<file path="src/rtl/dig_bcd_ctrl.sv">
// rtl/dig_bcd_ctrl.sv - sequential binary-to-BCD controller for the 8-digit display (optional macro: DIG_LEADING_ZERO_BLANK_EN)
module dig_bcd_ctrl #(
    parameter int BIN_W  = 27,
    parameter int DIGITS = 8
) (
    input  logic                  clock,
    input  logic                  reset,
    input  logic                  digwrite,
    input  logic                  digcs,
    input  logic [BIN_W-1:0]      binary,
    output logic [4*DIGITS-1:0]   decimal,
    output logic                  busy,
    output logic                  done,
    output logic                  ovf,
    output logic [DIGITS-1:0]     blank
);

    // Accumulator carries one extra digit so the full binary range converts without loss.
    localparam int ACC_W = 4*DIGITS + 4;
    localparam int CNT_W = $clog2(BIN_W + 1);

    function automatic longint unsigned pow10(input int n);
        longint unsigned r;
        r = 64'd1;
        for (int i = 0; i < n; i++) begin
            r = r * 64'd10;
        end
        return r;
    endfunction

    localparam longint unsigned MAX_DEC = pow10(DIGITS) - 64'd1;

    // Double-dabble correction: any digit of 5 or more gets 3 added before the shift.
    function automatic logic [ACC_W-1:0] add3(input logic [ACC_W-1:0] a);
        logic [ACC_W-1:0] r;
        r = a;
        for (int k = 0; k < ACC_W/4; k++) begin
            if (a[4*k +: 4] >= 4'd5) begin
                r[4*k +: 4] = a[4*k +: 4] + 4'd3;
            end
        end
        return r;
    endfunction

    typedef enum logic [1:0] {
        S_IDLE  = 2'd0,
        S_SHIFT = 2'd1,
        S_DONE  = 2'd2
    } state_t;

    state_t                 state;
    state_t                 state_nxt;

    logic [BIN_W-1:0]       shift_q;
    logic [ACC_W-1:0]       acc_q;
    logic [CNT_W-1:0]       cnt_q;
    logic                   ovf_cap;
    logic                   pend_valid;
    logic [BIN_W-1:0]       pend_val;

    logic                   req;
    logic                   start;
    logic                   shift_en;
    logic                   capture;
    logic                   pend_store;
    logic                   pend_clear;
    logic [BIN_W-1:0]       start_val;
    logic [ACC_W-1:0]       acc_adj;
    logic [ACC_W+BIN_W-1:0] shifted;

    assign req       = digcs & digwrite;
    assign start_val = (state == S_DONE && pend_valid) ? pend_val : binary;
    assign acc_adj   = add3(acc_q);
    assign shifted   = {acc_adj, shift_q} << 1;

    // State register.
    always_ff @(posedge clock) begin
        if (reset) begin
            state <= S_IDLE;
        end else begin
            state <= state_nxt;
        end
    end

    // Next-state and control decode; a queued request always wins over a new one in DONE.
    always_comb begin
        state_nxt  = state;
        start      = 1'b0;
        shift_en   = 1'b0;
        capture    = 1'b0;
        pend_store = 1'b0;
        pend_clear = 1'b0;
        busy       = 1'b0;
        case (state)
            S_IDLE: begin
                if (req) begin
                    start     = 1'b1;
                    state_nxt = S_SHIFT;
                end
            end
            S_SHIFT: begin
                busy       = 1'b1;
                shift_en   = 1'b1;
                pend_store = req;
                if (cnt_q == '0) begin
                    state_nxt = S_DONE;
                end
            end
            S_DONE: begin
                busy    = 1'b1;
                capture = 1'b1;
                if (pend_valid) begin
                    start      = 1'b1;
                    pend_store = req;
                    pend_clear = ~req;
                    state_nxt  = S_SHIFT;
                end else if (req) begin
                    start     = 1'b1;
                    state_nxt = S_SHIFT;
                end else begin
                    state_nxt = S_IDLE;
                end
            end
            default: begin
                state_nxt = S_IDLE;
            end
        endcase
    end

    // Conversion datapath, one-entry pending buffer and result registers.
    always_ff @(posedge clock) begin
        if (reset) begin
            shift_q    <= '0;
            acc_q      <= '0;
            cnt_q      <= '0;
            ovf_cap    <= 1'b0;
            pend_valid <= 1'b0;
            pend_val   <= '0;
            decimal    <= '0;
            done       <= 1'b0;
            ovf        <= 1'b0;
        end else begin
            done <= capture;
            if (capture) begin
                decimal <= ovf_cap ? {DIGITS{4'h9}} : acc_q[4*DIGITS-1:0];
                ovf     <= ovf_cap;
            end
            if (start) begin
                shift_q <= start_val;
                acc_q   <= '0;
                cnt_q   <= CNT_W'(BIN_W - 1);
                ovf_cap <= (64'(start_val) > MAX_DEC);
            end else if (shift_en) begin
                acc_q   <= shifted[ACC_W+BIN_W-1:BIN_W];
                shift_q <= shifted[BIN_W-1:0];
                if (cnt_q != '0) begin
                    cnt_q <= cnt_q - 1'b1;
                end
            end
            if (pend_store) begin
                pend_valid <= 1'b1;
                pend_val   <= binary;
            end else if (pend_clear) begin
                pend_valid <= 1'b0;
            end
        end
    end

`ifdef DIG_LEADING_ZERO_BLANK_EN
    logic [DIGITS-1:0] blank_nxt;
    logic              zero_run;

    // Blank mask: a digit blanks when it and every digit above it are zero; digit 0 always shows.
    always_comb begin
        blank_nxt = '0;
        zero_run  = 1'b1;
        for (int k = DIGITS-1; k >= 1; k--) begin
            zero_run     = zero_run & (acc_q[4*k +: 4] == 4'd0);
            blank_nxt[k] = zero_run & ~ovf_cap;
        end
    end

    // Blank register moves together with decimal.
    always_ff @(posedge clock) begin
        if (reset) begin
            blank <= '0;
        end else if (capture) begin
            blank <= blank_nxt;
        end
    end
`else
    assign blank = '0;
`endif

endmodule
</file>
<file path="config.mk">
export PLATFORM = sky130hd
export DESIGN_NAME = dig_bcd_ctrl
export DESIGN_NICKNAME = d
export VERILOG_FILES = /design/src/rtl/dig_bcd_ctrl.sv
export SDC_FILE = /design/constraint.sdc
export NUM_CORES = 1
export LEC_CHECK = 0
export ABC_AREA = 1
export BUFFER_PORTS_ARGS = -buffer_cell sky130_fd_sc_hd__clkbuf_2
export CORE_MARGIN = 5
export CORE_UTILIZATION = 63
export CTS_CLUSTER_SIZE = 10
export DETAILED_ROUTE_END_ITERATION = 8
export PLACE_DENSITY = 0.85
export SLEW_MARGIN = 10
export SYNTH_ARGS = -nofsm -noshare
export SYNTH_HDL_FRONTEND = slang
export SYNTH_SLANG_ARGS = --single-unit
</file>
<file path="constraint.sdc">
create_clock -name clock -period 3.44 [get_ports clock]
set_input_delay 1.032 -clock clock [delete_from_list [all_inputs] [get_ports clock]]
set_output_delay 1.032 -clock clock [all_outputs]
set_load 0.005 [all_outputs]
</file>
==> metrics.md <==
| Metric | Value |
|---|---|
| Clock Latency Late Sink | `520 ps` |
| Met1 usage | `30.54%` |
| Worst reg2reg path depth | `8` |
| Worst Hold Margin | `457.7 ps` |
| Power Dens Cells | `689.1 mW/mm^2` |
| Gr busiest metal | `met2` |
| Post-synth top area share | `41.85%` |
| Logic gate share of total power | `25.0%` |
| Clk sinks | `129` |
| Finish-stage setup viols | `0` |
| Headroom to the max-slew limit | `26.92%` |
| FF-to-FF setup slack | `340 ps` |
| Fin crit period | `3103 ps` |
| Die footprint | `0.01187 mm^2` |
| CTS Root Cell | `clkbuf_8` |
| Grt met2 use | `44.21%` |
| Final hold vios | `0` |
| Vias in the first global route | `5367` |
| Critical Path Sink | `pend_val[17]$_SDFFE_PP0P_` |
| Crit path launch type | `register` |
| TritonCTS clock tree | `built` |
| Setup TNS | `0 ps` |
| Total power | `4806 uW` |
| Fillers | `742` |
| PortBufs | `65` |
| Post-CTS Resized | `0` |
| Number of flops mapped to enable cells by yosys | `0` |
| Sequential power share | `39.5%` |
| Peak supply drop | `0.0004254 V` |
| Antenna Nets Post-Route | `0` |
| Routability Congestion | `0.8278` |
| HPWL Detailed | `9535 um` |
| Top Ports | `74` |
| Final period util | `90.20%` |
| Die Y | `109.0 um` |
| Top cell type by total area after synthesis | `dfxtp_1` |
| FF-to-FF Start | `state[0]$_SDFFE_PP0P_` |
| CP Max Fanout | `34` |
| Global-route wire length before repair | `24320 um` |
| Largest net degree at the start of global routing | `71` |
| Fin Clk Skew | `9.514 ps` |
| Ant diodes | `0` |
| Met3 GRT Util | `5.210%` |
| Via density | `5.482` |
| Total GRT Usage | `25.64%` |
| WHS Path Cells | `2` |
| Worst Hold Class | `register to register` |
| Sw power | `1621 uW` |
| Dominant synthesized flop cell | `dfxtp_1` |
| Slew Limit Fails | `0` |
| Row count | `36` |
| Status | `finished clean` |
| Commonest non-fill, non-tap cell in the layout | `nand2_1` |
| CTS Buf Count | `17` |
| Cell variety after synth | `31` |
| Initial core utilization | `63.72%` |
| Worst R2R End | `pend_val[17]$_SDFFE_PP0P_` |
| Worst path required time | `3810 ps` |
| Ys Warns | `0` |
| CTS clk-pin slew, worst paths | `60 ps` |
| Max Cap Violations | `0` |
| Mapped Area | `0.006171 mm^2` |
| FFs w/ async S/R, synth | `0%` |
| DRC | `0` |
| DR iter-0 viols | `436` |
| Final #Nets | `925` |
| Post-Route WL | `14560 um` |
| Lkg Pwr | `0.003043 uW` |
| Most frequent cells in the layout | `nand2_1, dfxtp_1, o21ai_0` |
| Post-synthesis register bit count | `129` |
| Crit Path Category | `register to register` |
| Htree depth | `4` |
| Clock buffer depth | `2` |
| Syn_area_per_cell | `7.471 um^2` |
| Critical path arrival | `3470 ps` |
| DR vias | `5581` |
| Post-CTS Hold Fix Bufs | `0` |
| Clock Power Share | `35.4%` |
| Start point of the critical path | `state[0]$_SDFFE_PP0P_` |
| Top post-synthesis cells by area | `dfxtp_1, nand2_1, o21ai_0, a21oi_1, inv_1` |
| GR Overflow Total | `0` |
| Sw Ratio | `33.72%` |
| Die X | `109.0 um` |
| RSZ-0062 raised after global routing | `no` |
| Slew @ Worst Pin | `1096 ps` |
| Core ar. | `0.009684 mm^2` |
| Share of layout cells above drive strength 1 | `14.69%` |
| Power Internal | `3186 uW` |
| Post-CTS setup buffer count | `0` |
| Mapped Cells | `826` |
| Layout area overhead | `13.04%` |
| Avg WL per Cell | `14.30 um` |
| Max Clk Rate | `322.3 MHz` |
| Register area share after synthesis | `41.85%` |
| Initial antenna violation count | `0` |
| TritonRoute pass-1 iters | `5` |
| Crit end category | `register` |
==> layer usage <==
metal	share of wire (%)	up-vias
met4	3.1	0
li1	-	2761
met5	0	-
met1	42	2583
met3	4.8	49
met2	50	188
==> worst max-delay path, cell delays in order, from the launching register on <==
cell,delay (ps)
dfxtp_1,360
inv_1,90
ha_1,280
nand2_8,210
inv_2,100
o21ai_2,840
inv_1,630
o21ai_0,340
a21oi_1,80
==> final cells by class <==
type | instances | area (um^2) | area share [%]
Sequential cell | 129 | 2582 | 37.02
Clock buffer | 19 | 421.7 | 6.045
Timing Repair Buffer | 73 | 385.4 | 5.525
Multi-Input combinational cell | 565 | 2955 | 42.37
Clock inverter | 12 | 137.6 | 1.973
Inverter | 87 | 326.6 | 4.682
Tap cell | 133 | 166.4 | 2.386
==> logic make-up after synthesis <==
family | share of synthesized area, %
buffers and inverters | 10.73
adders and majority gates | 4.258
xor gates and xnor gates | 2.129
and+or+nand+nor | 19.93
DFF | 41.85
AOI/OAI and AO/OA | 16.99
muxes | 4.055
other | 0.06077
==> how the worst min path moves through the flow <==
stage                                    startpoint  slack (ps)                        end
final                     pend_val[19]$_SDFFE_PP0P_         460  pend_val[19]$_SDFFE_PP0P_
after global routing      pend_val[19]$_SDFFE_PP0P_         480  pend_val[19]$_SDFFE_PP0P_
after CTS                  pend_val[0]$_SDFFE_PP0P_         460   pend_val[0]$_SDFFE_PP0P_
after detailed placement   pend_val[0]$_SDFFE_PP0P_         450   pend_val[0]$_SDFFE_PP0P_
after global placement     pend_val[1]$_SDFFE_PP0P_         440   pend_val[1]$_SDFFE_PP0P_
after floorplan           pend_val[19]$_SDFFE_PP0P_         430  pend_val[19]$_SDFFE_PP0P_
==> cell usage after synthesis, drive strengths merged (9+ instances only) <==
library cell and n:
a21oi 71, buf 36, clkbuf 16, dfxtp 129
ha 21, inv 85, mux2i 25, nand2 180
nand3 42, nor2 63, o21ai 110, o22ai 9
xor2 15
==> power groups by stage <==
stage | logic (uW) | registers [uW] | clock network, uW
global route | 1360 | 1930 | 1790
global placement | 1120 | 1910 | 0
finish | 1200 | 1900 | 1700
detailed placement | 1170 | 1920 | 0
floorplan | 926 | 1880 | 0
CTS | 1200 | 1900 | 1710
==> sequential cells by signal, indices dropped and copies added, names as in the netlist <==
signal      cells
decimal        32
ovf             1
state           2
shift_q        27
pend_val       27
pend_valid      1
done            1
acc_q          32
cnt_q           5
ovf_cap         1
==> through the flow <==
step                worst slack (ps)  instance area, um^2  std cells  util [%]
global placement               541.4                 6416        987     66.25
finish                         337.2                 6975       1018     72.03
floorplan                       1444                 6197        833         -
CTS                            370.2                 6975       1018     72.03
detailed placement             398.7                 6416        987     66.25
global route                   8.590                 6975       1018     72.03
(Power assumes the default switching activity.)
